### src/rtl/pam4_pkg.sv
`default_nettype none
// ============================================================================
// Module      : pam4_pkg
// Description : Shared constants and FSM state encoding for the PAM4 framer.
// Revision    : 1.0
// ============================================================================
package pam4_pkg;

    localparam int                 c_SYM_W            = 2;
    localparam logic [7:0]         c_SFD_DEFAULT      = 8'hD5;
    localparam logic [c_SYM_W-1:0] c_IDLE_SYM_DEFAULT = 2'b11;

    typedef enum logic [2:0] {
        ST_IDLE     = 3'd0,
        ST_PREAMBLE = 3'd1,
        ST_SFD      = 3'd2,
        ST_PAYLOAD  = 3'd3,
        ST_GAP      = 3'd4
    } state_t;

endpackage
`default_nettype wire

### src/rtl/pam4_sym_tick.sv
`default_nettype none
// ============================================================================
// Module      : pam4_sym_tick
// Description : Symbol-period divider; o_tick is high in the last clock of each period.
// Revision    : 1.0
// ============================================================================
module pam4_sym_tick #(
    parameter int CLK_DIV = 4
) (
    input  logic clk,
    input  logic rst,
    output logic o_tick
);

    localparam int                c_CW   = $clog2(CLK_DIV);
    localparam logic [c_CW-1:0]   c_LAST = c_CW'(CLK_DIV - 1);

    logic [c_CW-1:0] r_cnt;

    always_ff @(posedge clk) begin
        if (!rst) begin
            r_cnt <= '0;
        end else if (r_cnt == c_LAST) begin
            r_cnt <= '0;
        end else begin
            r_cnt <= r_cnt + 1'b1;
        end
    end

    assign o_tick = (r_cnt == c_LAST);

endmodule
`default_nettype wire

### src/rtl/pam4_symbol_framer.sv
`default_nettype none
// ============================================================================
// Module      : pam4_symbol_framer
// Description : Frames payload bytes (preamble, SFD, payload, gap) into PAM4 symbols.
// Revision    : 1.0
// ============================================================================
module pam4_symbol_framer
    import pam4_pkg::*;
#(
    parameter int                 CLK_DIV      = 4,
    parameter int                 PREAMBLE_LEN = 8,
    parameter logic [7:0]         SFD          = c_SFD_DEFAULT,
    parameter int                 FRAME_LEN    = 16,
    parameter int                 GAP_LEN      = 4,
    parameter logic [c_SYM_W-1:0] IDLE_SYM     = c_IDLE_SYM_DEFAULT
) (
    input  logic               clk,
    input  logic               rst,
    input  logic [7:0]         s_data,
    input  logic               s_valid,
    output logic               s_ready,
    output logic [c_SYM_W-1:0] sym_out,
    output logic               sym_stb,
    output logic               frame_act,
    output logic               underrun
);

    localparam int c_SYM_CNT_MAX = (PREAMBLE_LEN > GAP_LEN) ? PREAMBLE_LEN : GAP_LEN;
    localparam int c_SYM_CW      = $clog2(c_SYM_CNT_MAX);
    localparam int c_BYTE_CW     = $clog2(FRAME_LEN + 1);

    localparam logic [c_SYM_CW-1:0]  c_PRE_LAST  = c_SYM_CW'(PREAMBLE_LEN - 1);
    localparam logic [c_SYM_CW-1:0]  c_GAP_LAST  = c_SYM_CW'(GAP_LEN - 1);
    localparam logic [c_BYTE_CW-1:0] c_BYTE_LAST = c_BYTE_CW'(FRAME_LEN);
    localparam logic [c_SYM_W-1:0]   c_PRE_LO    = 2'b00;
    localparam logic [c_SYM_W-1:0]   c_PRE_HI    = 2'b11;

    logic w_tick;

    pam4_sym_tick #(
        .CLK_DIV (CLK_DIV)
    ) u_sym_tick (
        .clk    (clk),
        .rst    (rst),
        .o_tick (w_tick)
    );

    state_t               r_state,     w_state_nxt;
    logic [c_SYM_CW-1:0]  r_sym_cnt,   w_sym_cnt_nxt;
    logic [1:0]           r_pair,      w_pair_nxt;
    logic [7:0]           r_shift,     w_shift_nxt;
    logic [c_BYTE_CW-1:0] r_byte_cnt,  w_byte_cnt_nxt;
    logic [c_SYM_W-1:0]   r_sym,       w_sym_nxt;
    logic                 r_frame_act, w_frame_act_nxt;
    logic                 r_underrun,  w_underrun_nxt;
    logic                 r_sym_stb;
    logic [7:0]           r_buf;
    logic                 r_buf_full;
    logic                 r_ready;
    logic                 w_load;
    logic                 w_accept;
    logic                 w_buf_full_nxt;

    assign w_accept       = s_valid && r_ready;
    assign w_buf_full_nxt = w_accept || (r_buf_full && !w_load);

    always_comb begin
        w_state_nxt     = r_state;
        w_sym_cnt_nxt   = r_sym_cnt;
        w_pair_nxt      = r_pair;
        w_shift_nxt     = r_shift;
        w_byte_cnt_nxt  = r_byte_cnt;
        w_sym_nxt       = r_sym;
        w_frame_act_nxt = r_frame_act;
        w_underrun_nxt  = 1'b0;
        w_load          = 1'b0;
        if (w_tick) begin
            case (r_state)
                ST_IDLE: begin
                    w_sym_nxt = IDLE_SYM;
                    if (r_buf_full) begin
                        w_state_nxt     = ST_PREAMBLE;
                        w_sym_cnt_nxt   = '0;
                        w_byte_cnt_nxt  = '0;
                        w_sym_nxt       = c_PRE_LO;
                        w_frame_act_nxt = 1'b1;
                    end
                end
                ST_PREAMBLE: begin
                    if (r_sym_cnt == c_PRE_LAST) begin
                        w_state_nxt = ST_SFD;
                        w_sym_nxt   = SFD[7:6];
                        w_shift_nxt = {SFD[5:0], 2'b00};
                        w_pair_nxt  = 2'd0;
                    end else begin
                        w_sym_cnt_nxt = r_sym_cnt + 1'b1;
                        w_sym_nxt     = r_sym_cnt[0] ? c_PRE_LO : c_PRE_HI;
                    end
                end
                ST_SFD, ST_PAYLOAD: begin
                    // SFD and payload share the shifter; a byte boundary follows pair 3
                    if (r_pair != 2'd3) begin
                        w_sym_nxt   = r_shift[7:6];
                        w_shift_nxt = r_shift << 2;
                        w_pair_nxt  = r_pair + 1'b1;
                    end else if (r_state == ST_PAYLOAD && r_byte_cnt == c_BYTE_LAST) begin
                        w_state_nxt     = ST_GAP;
                        w_sym_cnt_nxt   = '0;
                        w_sym_nxt       = IDLE_SYM;
                        w_frame_act_nxt = 1'b0;
                    end else if (r_buf_full) begin
                        w_load         = 1'b1;
                        w_state_nxt    = ST_PAYLOAD;
                        w_sym_nxt      = r_buf[7:6];
                        w_shift_nxt    = {r_buf[5:0], 2'b00};
                        w_pair_nxt     = 2'd0;
                        w_byte_cnt_nxt = (r_state == ST_SFD) ? c_BYTE_CW'(1) : r_byte_cnt + 1'b1;
                    end else begin
                        w_state_nxt     = ST_GAP;
                        w_sym_cnt_nxt   = '0;
                        w_sym_nxt       = IDLE_SYM;
                        w_frame_act_nxt = 1'b0;
                        w_underrun_nxt  = 1'b1;
                    end
                end
                ST_GAP: begin
                    w_sym_nxt = IDLE_SYM;
                    if (r_sym_cnt == c_GAP_LAST) begin
                        // A waiting byte starts its preamble right after the last gap symbol
                        if (r_buf_full) begin
                            w_state_nxt     = ST_PREAMBLE;
                            w_sym_cnt_nxt   = '0;
                            w_byte_cnt_nxt  = '0;
                            w_sym_nxt       = c_PRE_LO;
                            w_frame_act_nxt = 1'b1;
                        end else begin
                            w_state_nxt = ST_IDLE;
                        end
                    end else begin
                        w_sym_cnt_nxt = r_sym_cnt + 1'b1;
                    end
                end
                default: begin
                    w_state_nxt = ST_IDLE;
                    w_sym_nxt   = IDLE_SYM;
                end
            endcase
        end
    end

    always_ff @(posedge clk) begin
        if (!rst) begin
            r_state     <= ST_IDLE;
            r_sym_cnt   <= '0;
            r_pair      <= 2'd0;
            r_shift     <= 8'd0;
            r_byte_cnt  <= '0;
            r_sym       <= IDLE_SYM;
            r_frame_act <= 1'b0;
            r_underrun  <= 1'b0;
            r_sym_stb   <= 1'b0;
            r_buf       <= 8'd0;
            r_buf_full  <= 1'b0;
            r_ready     <= 1'b0;
        end else begin
            r_state     <= w_state_nxt;
            r_sym_cnt   <= w_sym_cnt_nxt;
            r_pair      <= w_pair_nxt;
            r_shift     <= w_shift_nxt;
            r_byte_cnt  <= w_byte_cnt_nxt;
            r_sym       <= w_sym_nxt;
            r_frame_act <= w_frame_act_nxt;
            r_underrun  <= w_underrun_nxt;
            r_sym_stb   <= w_tick;
            if (w_accept) begin
                r_buf <= s_data;
            end
            r_buf_full  <= w_buf_full_nxt;
            r_ready     <= !w_buf_full_nxt;
        end
    end

    assign s_ready   = r_ready;
    assign sym_out   = r_sym;
    assign sym_stb   = r_sym_stb;
    assign frame_act = r_frame_act;
    assign underrun  = r_underrun;

endmodule
`default_nettype wire
### config.mk
export PLATFORM = sky130hd
export DESIGN_NAME = pam4_symbol_framer
export DESIGN_NICKNAME = d
export VERILOG_FILES = /design/src/rtl/pam4_pkg.sv /design/src/rtl/pam4_sym_tick.sv /design/src/rtl/pam4_symbol_framer.sv
export SDC_FILE = /design/constraint.sdc
export NUM_CORES = 1
export LEC_CHECK = 0
export BUFFER_PORTS_ARGS = -buffer_cell sky130_fd_sc_hd__buf_4
export CELL_PAD_IN_SITES_DETAIL_PLACEMENT = 2
export CELL_PAD_IN_SITES_GLOBAL_PLACEMENT = 2
export CORE_MARGIN = 2
export CORE_UTILIZATION = 25
export CTS_BUF_LIST = sky130_fd_sc_hd__clkbuf_2
export DETAILED_ROUTE_END_ITERATION = 12
export HOLD_SLACK_MARGIN = 0.12
export PLACE_DENSITY_LB_ADDON = 0.1
export SLEW_MARGIN = 5
export SYNTH_ARGS = -nofsm -noshare
export SYNTH_HDL_FRONTEND = slang
export SYNTH_HIERARCHICAL = 1
export SYNTH_SLANG_ARGS = --single-unit
### constraint.sdc
create_clock -name clk -period 2.36 [get_ports clk]
set_input_delay 0.59 -clock clk [delete_from_list [all_inputs] [get_ports clk]]
set_output_delay 0.59 -clock clk [all_outputs]
set_load 0.02 [all_outputs]
# After elaboration in Yosys (flattened, before gate mapping)

Cells that the tools add are included.

Eq/ne operators: 19
$add $sub $neg: 4
Bitwise gates (word level): 3
Muxes and demuxes: 52
Reduce and logical (&&, ||, !) cells: 18

Operators with widths:

| cell                                                             | count |
|---|---|
| 3-bit 2-to-1 mux                                                 | 12 |
| 8-bit 2-to-1 mux                                                 | 4 |
| 5-bit 2-to-1 mux                                                 | 6 |
| 3-bit case mux with 4 select lines                               | 2 |
| 2-bit 2-to-1 mux                                                 | 11 |
| 5-bit AND reduction                                              | 4 |
| 2-bit inequality test (second input constant)                    | 8 |
| 8-bit case mux with 2 select lines                               | 1 |
| 5-bit case mux with 3 select lines                               | 1 |
| 1-bit 2-to-1 mux                                                 | 12 |
| 3-bit by 2-bit == test with 1-bit output (second input constant) | 3 |
| 3-bit inequality test (second input constant)                    | 3 |
| 2-bit case mux with 4 select lines                               | 1 |
| 3-bit == test (second input constant)                            | 2 |
| 6-bit AND reduction                                              | 1 |
| 5-bit by 1-bit adder with 5-bit output (second input constant)   | 1 |
| 5-bit == test (second input constant)                            | 1 |
| 5-bit OR reduction                                               | 1 |
| 2-bit by 1-bit adder with 2-bit output (second input constant)   | 2 |
| 2-bit case mux with 2 select lines                               | 1 |
| 4-bit nonzero test                                               | 1 |
| 2-bit OR reduction                                               | 2 |
| 3-bit by 1-bit adder with 3-bit output (second input constant)   | 1 |
| 3-bit by 1-bit == test with 1-bit output (second input constant) | 1 |
| 9 further kinds                                                  | 14 |

Flip-flop bits (word level): 38
Word-level logic and storage cells: 109
Output and inout bits: 6
Input bits: 11

# Longest topological paths before layout

Depth after elaboration: 10
Gate-level depth with buffers: 7
Depth with buffers taken out: 6

# Modules after synthesis

The synthesis kept the hierarchy.

Modules (own cells, without submodules):

| module             | times used | area an instance (um^2) | cells an instance | sequential area each (um^2) |
|---|---|---|---|---|
| pam4_symbol_framer | 1          | 1,780.5                 | 209               | 680.7 |
| pam4_sym_tick      | 1          | 73.8                    | 5                 | 40.0 |

# Worst setup path before layout

OpenSTA, ideal clock, no wires.

Kind: flip-flop to flip-flop
From: reg r_sym_cnt[0]
To: reg r_byte_cnt[2]
Setup time: 0.070 ns
Path slack: 0.557 ns
Data required time: 2.290 ns
Data arrival time: 1.733 ns
Path buffers: 1
Period minus slack after synthesis: 1.803 ns
Stages on the path, launching flop included: 8
Cells stage by stage: dfxtp_1 ha_1 ha_1 nor2b_1 o31a_1 buf_6 or4b_1 a21oi_1

Longest elaborated chain between the ends: 3

RTL lines:

| what                                     | RTL line                  | text |
|---|---|---|
| from (decl)                              | pam4_symbol_framer.sv:49  | `logic [c_SYM_CW-1:0] r_sym_cnt, w_sym_cnt_nxt;` |
| from (signal assigned)                   | pam4_symbol_framer.sv:167 | `r_sym_cnt <= w_sym_cnt_nxt;` |
| 3-bit by 2-bit == test with 1-bit output | pam4_symbol_framer.sv:128 | `if (r_sym_cnt == c_GAP_LAST) begin` |
| 2-bit inequality test (no source line)   | n/a                       |  |
| 6-bit AND reduction (no source line)     | n/a                       |  |
| to (signal assigned)                     | pam4_symbol_framer.sv:170 | `r_byte_cnt <= w_byte_cnt_nxt;` |
| to (decl)                                | pam4_symbol_framer.sv:52  | `logic [c_BYTE_CW-1:0] r_byte_cnt, w_byte_cnt_nxt;` |

No other way between the ends.
A chain may end at the register's enable or synchronous reset.

# Final worst setup path

From: reg r_sym_cnt[0]
To: reg r_byte_cnt[1]

The elaborated chain is that of the path after synthesis.

==> Implementation_results.wiki <==
{| class="wikitable"
! Metric !! Value
|-
| Result of the run || finished clean
|-
| Overflow left after global routing || 0
|-
| Ratio of total power to cell area || 473.4 nW/µm²
|-
| Routability cong. || 0.7572
|-
| Biggest cell delay along the critical path || 0.55 ns
|-
| M2 GR Usage || 0.2732
|-
| Final Hold Slack || 0.4423 ns
|-
| Total placed cells including tap cells || 323
|-
| Slowest stage cell on the critical path || or4b_1
|-
| Final Skew || 0.01738 ns
|-
| Type of the setup path with the least slack || flip-flop to flip-flop
|-
| Number of nets produced by synthesis || 232
|-
| Critical path launch point type || flip-flop
|-
| Number of distinct library cells after synthesis || 43
|-
| Number of warnings reported in the yosys synthesis log || 6
|-
| Cts bufs inserted || 5
|-
| Setup bufs post-CTS || 0
|-
| Min cycle time layout || 2.046 ns
|-
| Most common library cell in the layout ignoring fill and taps || dfxtp_1
|-
| CTS clock-pin slew for the worst setup and hold paths || 0.20 ns
|-
| Ys flop type || dfxtp_1
|-
| Total of hold buffers inserted after clock tree synthesis || 0
|-
| GRT met3 Usage || 0.02682
|-
| Final count of negative-setup-slack endpoints || 0
|-
| Average wire per standard cell || 16.72 µm
|-
| Post-Synthesis Cells || 214
|-
| Leading cell types in the layout, fill and taps excluded || dfxtp_1, nand2_1, buf_4
|-
| First-pass GRT wire length || 9.542 mm
|-
| Longest Clk Path Bufs || 2
|-
| Effective utilization at floorplan || 0.2570
|-
| Mapped cell area || 1854 µm²
|-
| Number of sinks driven by the clock tree || 36
|-
| Busiest metal layer after global routing || met2
|-
| Vias in the first global route || 1872
|-
| 1st-iter DRT viols || 64
|-
| Max-capacitance violation count || 0
|-
| CP dominant cell by count || ha_1
|-
| CTS Root Buffer Type || clkbuf_2
|-
| Endpoint kind of the worst setup timing path || flip-flop
|-
| CTS tree || done
|-
| Insertion delay to the later sink of the worst-skew pair || 0.39 ns
|-
| Synth-to-Final Area Change || 14.64%
|-
| Chip Height || 90.12 µm
|-
| Final Routed Wirelength || 5.517 mm
|-
| Slew HR || 0.6489
|-
| Post-route insts no fill || 330
|-
| Maximum frequency from static timing analysis || 488.8 MHz
|-
| Pins Over Slew Limit || 0
|-
| Leakage power summed over all cells || 0.7687 nW
|-
| Count of port buffers added during placement || 16
|-
| Mean cell area of the mapped netlist || 8.665 µm²
|-
| Number of antenna-violating nets in the routed design || 0
|-
| Fraction of the cycle the final worst path needs || 0.8669
|-
| Sequential-to-total area share from yosys stat || 0.3887
|-
| Flops & latches, synth || 36
|-
| Cells along the critical path || ha_1 > ha_1 > nor2b_1 > o31a_1 > or4b_1 > a21oi_1
|-
| Share of post-route cells with drive strength above 1 || 0.1515
|-
| Via count of the routed design || 1691
|-
| Ports placed on the boundary || 17
|-
| Met1 demand-to-capacity share in global routing || 0.1643
|-
| RSZ-0062 raised after global routing || no
|-
| Arrival time reported for the critical path endpoint || 2.38 ns
|-
| Via density per instance || 5.124
|-
| Number of nets at the end of the flow || 249
|-
| H-Tree Level Count || 2
|-
| Number of antenna violations at the first check in global routing || 0
|-
| Critical path required time || 2.69 ns
|-
| Post-synth EDFFs || 0
|-
| Die Span X || 90.12 µm
|-
| Share of synthesized registers carrying an async set or reset || 0
|-
| Global routing usage summed across all routing layers || 0.1443
|-
| Aggregate negative setup slack || 0 ns
|-
| Largest net degree at the start of global routing || 22
|-
| Max Fanout on Critical Path || 11
|-
| Count of final hold-check violations || 0
|-
| DRC Markers || 0
|-
| Die footprint || 8122 µm²
|-
| Estimated wirelength of the detail-placed design || 4.131 mm
|-
| Layout Utilization || 0.2947
|-
| FP Rows || 31
|-
| Worst IR Drop VDD || 163.3 µV
|-
| Number of gates resized after cts || 0
|-
| Actual transition at the worst max-transition pin || 0.5222 ns
|-
| Antenna cell count || 0
|-
| Std-Cell Core Area || 7214 µm²
|-
| Number of search-and-repair iterations in the first detailed-routing pass || 4
|-
| Path category of the worst min-delay check || input port to flip-flop
|}
-- state kept, by name (all words and copies together) (netlist names) --
register,cells
r_buf,8
r_shift,6
r_byte_cnt,5
r_state,3
r_sym_cnt,3
r_pair,2
sym_out,2
u_sym_tick/r_cnt,2
frame_act,1
r_buf_full,1
s_ready,1
sym_stb,1
underrun,1
-- cell usage after synthesis, drive strengths merged (2+ instances only) --
| library cell | number | area, µm² |
|---|---|---|
| dfxtp | 36 | 720.7 |
| nand2 | 25 | 93.84 |
| inv | 13 | 48.80 |
| nand3 | 13 | 65.06 |
| a21boi | 10 | 75.07 |
| a21oi | 10 | 50.05 |
| clkbuf | 8 | 30.03 |
| o21ai | 8 | 40.04 |
| buf | 7 | 42.54 |
| ha | 7 | 87.58 |
| mux2i | 7 | 70.07 |
| nor3 | 6 | 30.03 |
| nand2b | 5 | 31.28 |
| nor2 | 5 | 18.77 |
| o2111ai | 5 | 43.79 |
| a31oi | 4 | 31.28 |
| nor2b | 4 | 25.02 |
| o211a | 4 | 40.04 |
| o211ai | 4 | 30.03 |
| o31ai | 4 | 30.03 |
| nand4 | 3 | 18.77 |
| o22ai | 3 | 18.77 |
| or4b | 3 | 30.03 |
| mux2 | 2 | 22.52 |
| nand3b | 2 | 15.01 |
| o22a | 2 | 17.52 |
| or4 | 2 | 15.01 |
-- per-layer routing --
metal	up-vias	routed length (µm)
met3	7	112
met5	-	0
met1	851	2416
met2	21	2914
li1	812	-
met4	0	74
-- stage by stage --
step	power [W]	cell area [µm²]	setup slack (ns)
3_5_place_dp	0.0007432	2093	0.3183
3_3_place_gp	0.0007379	2093	0.4346
2_1_floorplan	0.0007003	1854	0.5572
6_report	0.001006	2126	0.3142
5_1_grt	0.001070	2126	0.1392
4_1_cts	0.001019	2126	0.2782
-- worst max-delay path: cells and delay by family, from the launching register on --
family,cells,cell delay [ns]
compound gates,2,0.51
simple gates,2,0.61
fa+ha+maj,2,0.44
flops,1,0.42
-- worst paths after layout --
check / startpoint / cells past startpoint / endpoint / slack (ns)
max: r_sym_cnt[0] / 6 / r_byte_cnt[1] / 0.31
min reg2reg: u_sym_tick/r_cnt[0] / 1 / u_sym_tick/r_cnt[0] / 0.47
min: s_data[4] / 3 / r_buf[4] / 0.44
max reg2reg: r_sym_cnt[0] / 6 / r_byte_cnt[1] / 0.31
-- cell type report --
cell class,instances,area (µm²)
Multi-Input combinational cell,150,1012
Clock buffer,5,25.02
Inverter,13,48.80
Fill cell,866,5089
Tap cell,99,123.9
Sequential cell,36,720.7
Clock inverter,2,7.507
Timing Repair Buffer,25,187.7
-- cells by family (layout without fill, tap and decap cells) --
| family | after synthesis | after routing | share of synthesized area |
|---|---|---|---|
| AO/OA/AOI/OAI | 60 | 60 | 0.2328 |
| flip-flops | 36 | 36 | 0.3887 |
| buffers and inverters | 28 | 45 | 0.06545 |
| adder cells (fa/ha/maj) | 7 | 7 | 0.04723 |
| multiplexers | 9 | 9 | 0.04993 |
| AND/OR/NAND/NOR | 74 | 74 | 0.2159 |
-- power by group --
group / switching [W] / internal (W)
logic: 0.0000508 / 0.0000376
registers: 0.0000145 / 0.000624
clock network: 0.000218 / 0.0000612
total: 0.000283 / 0.000723
Note: power is estimated with default switching activity, not from simulation.
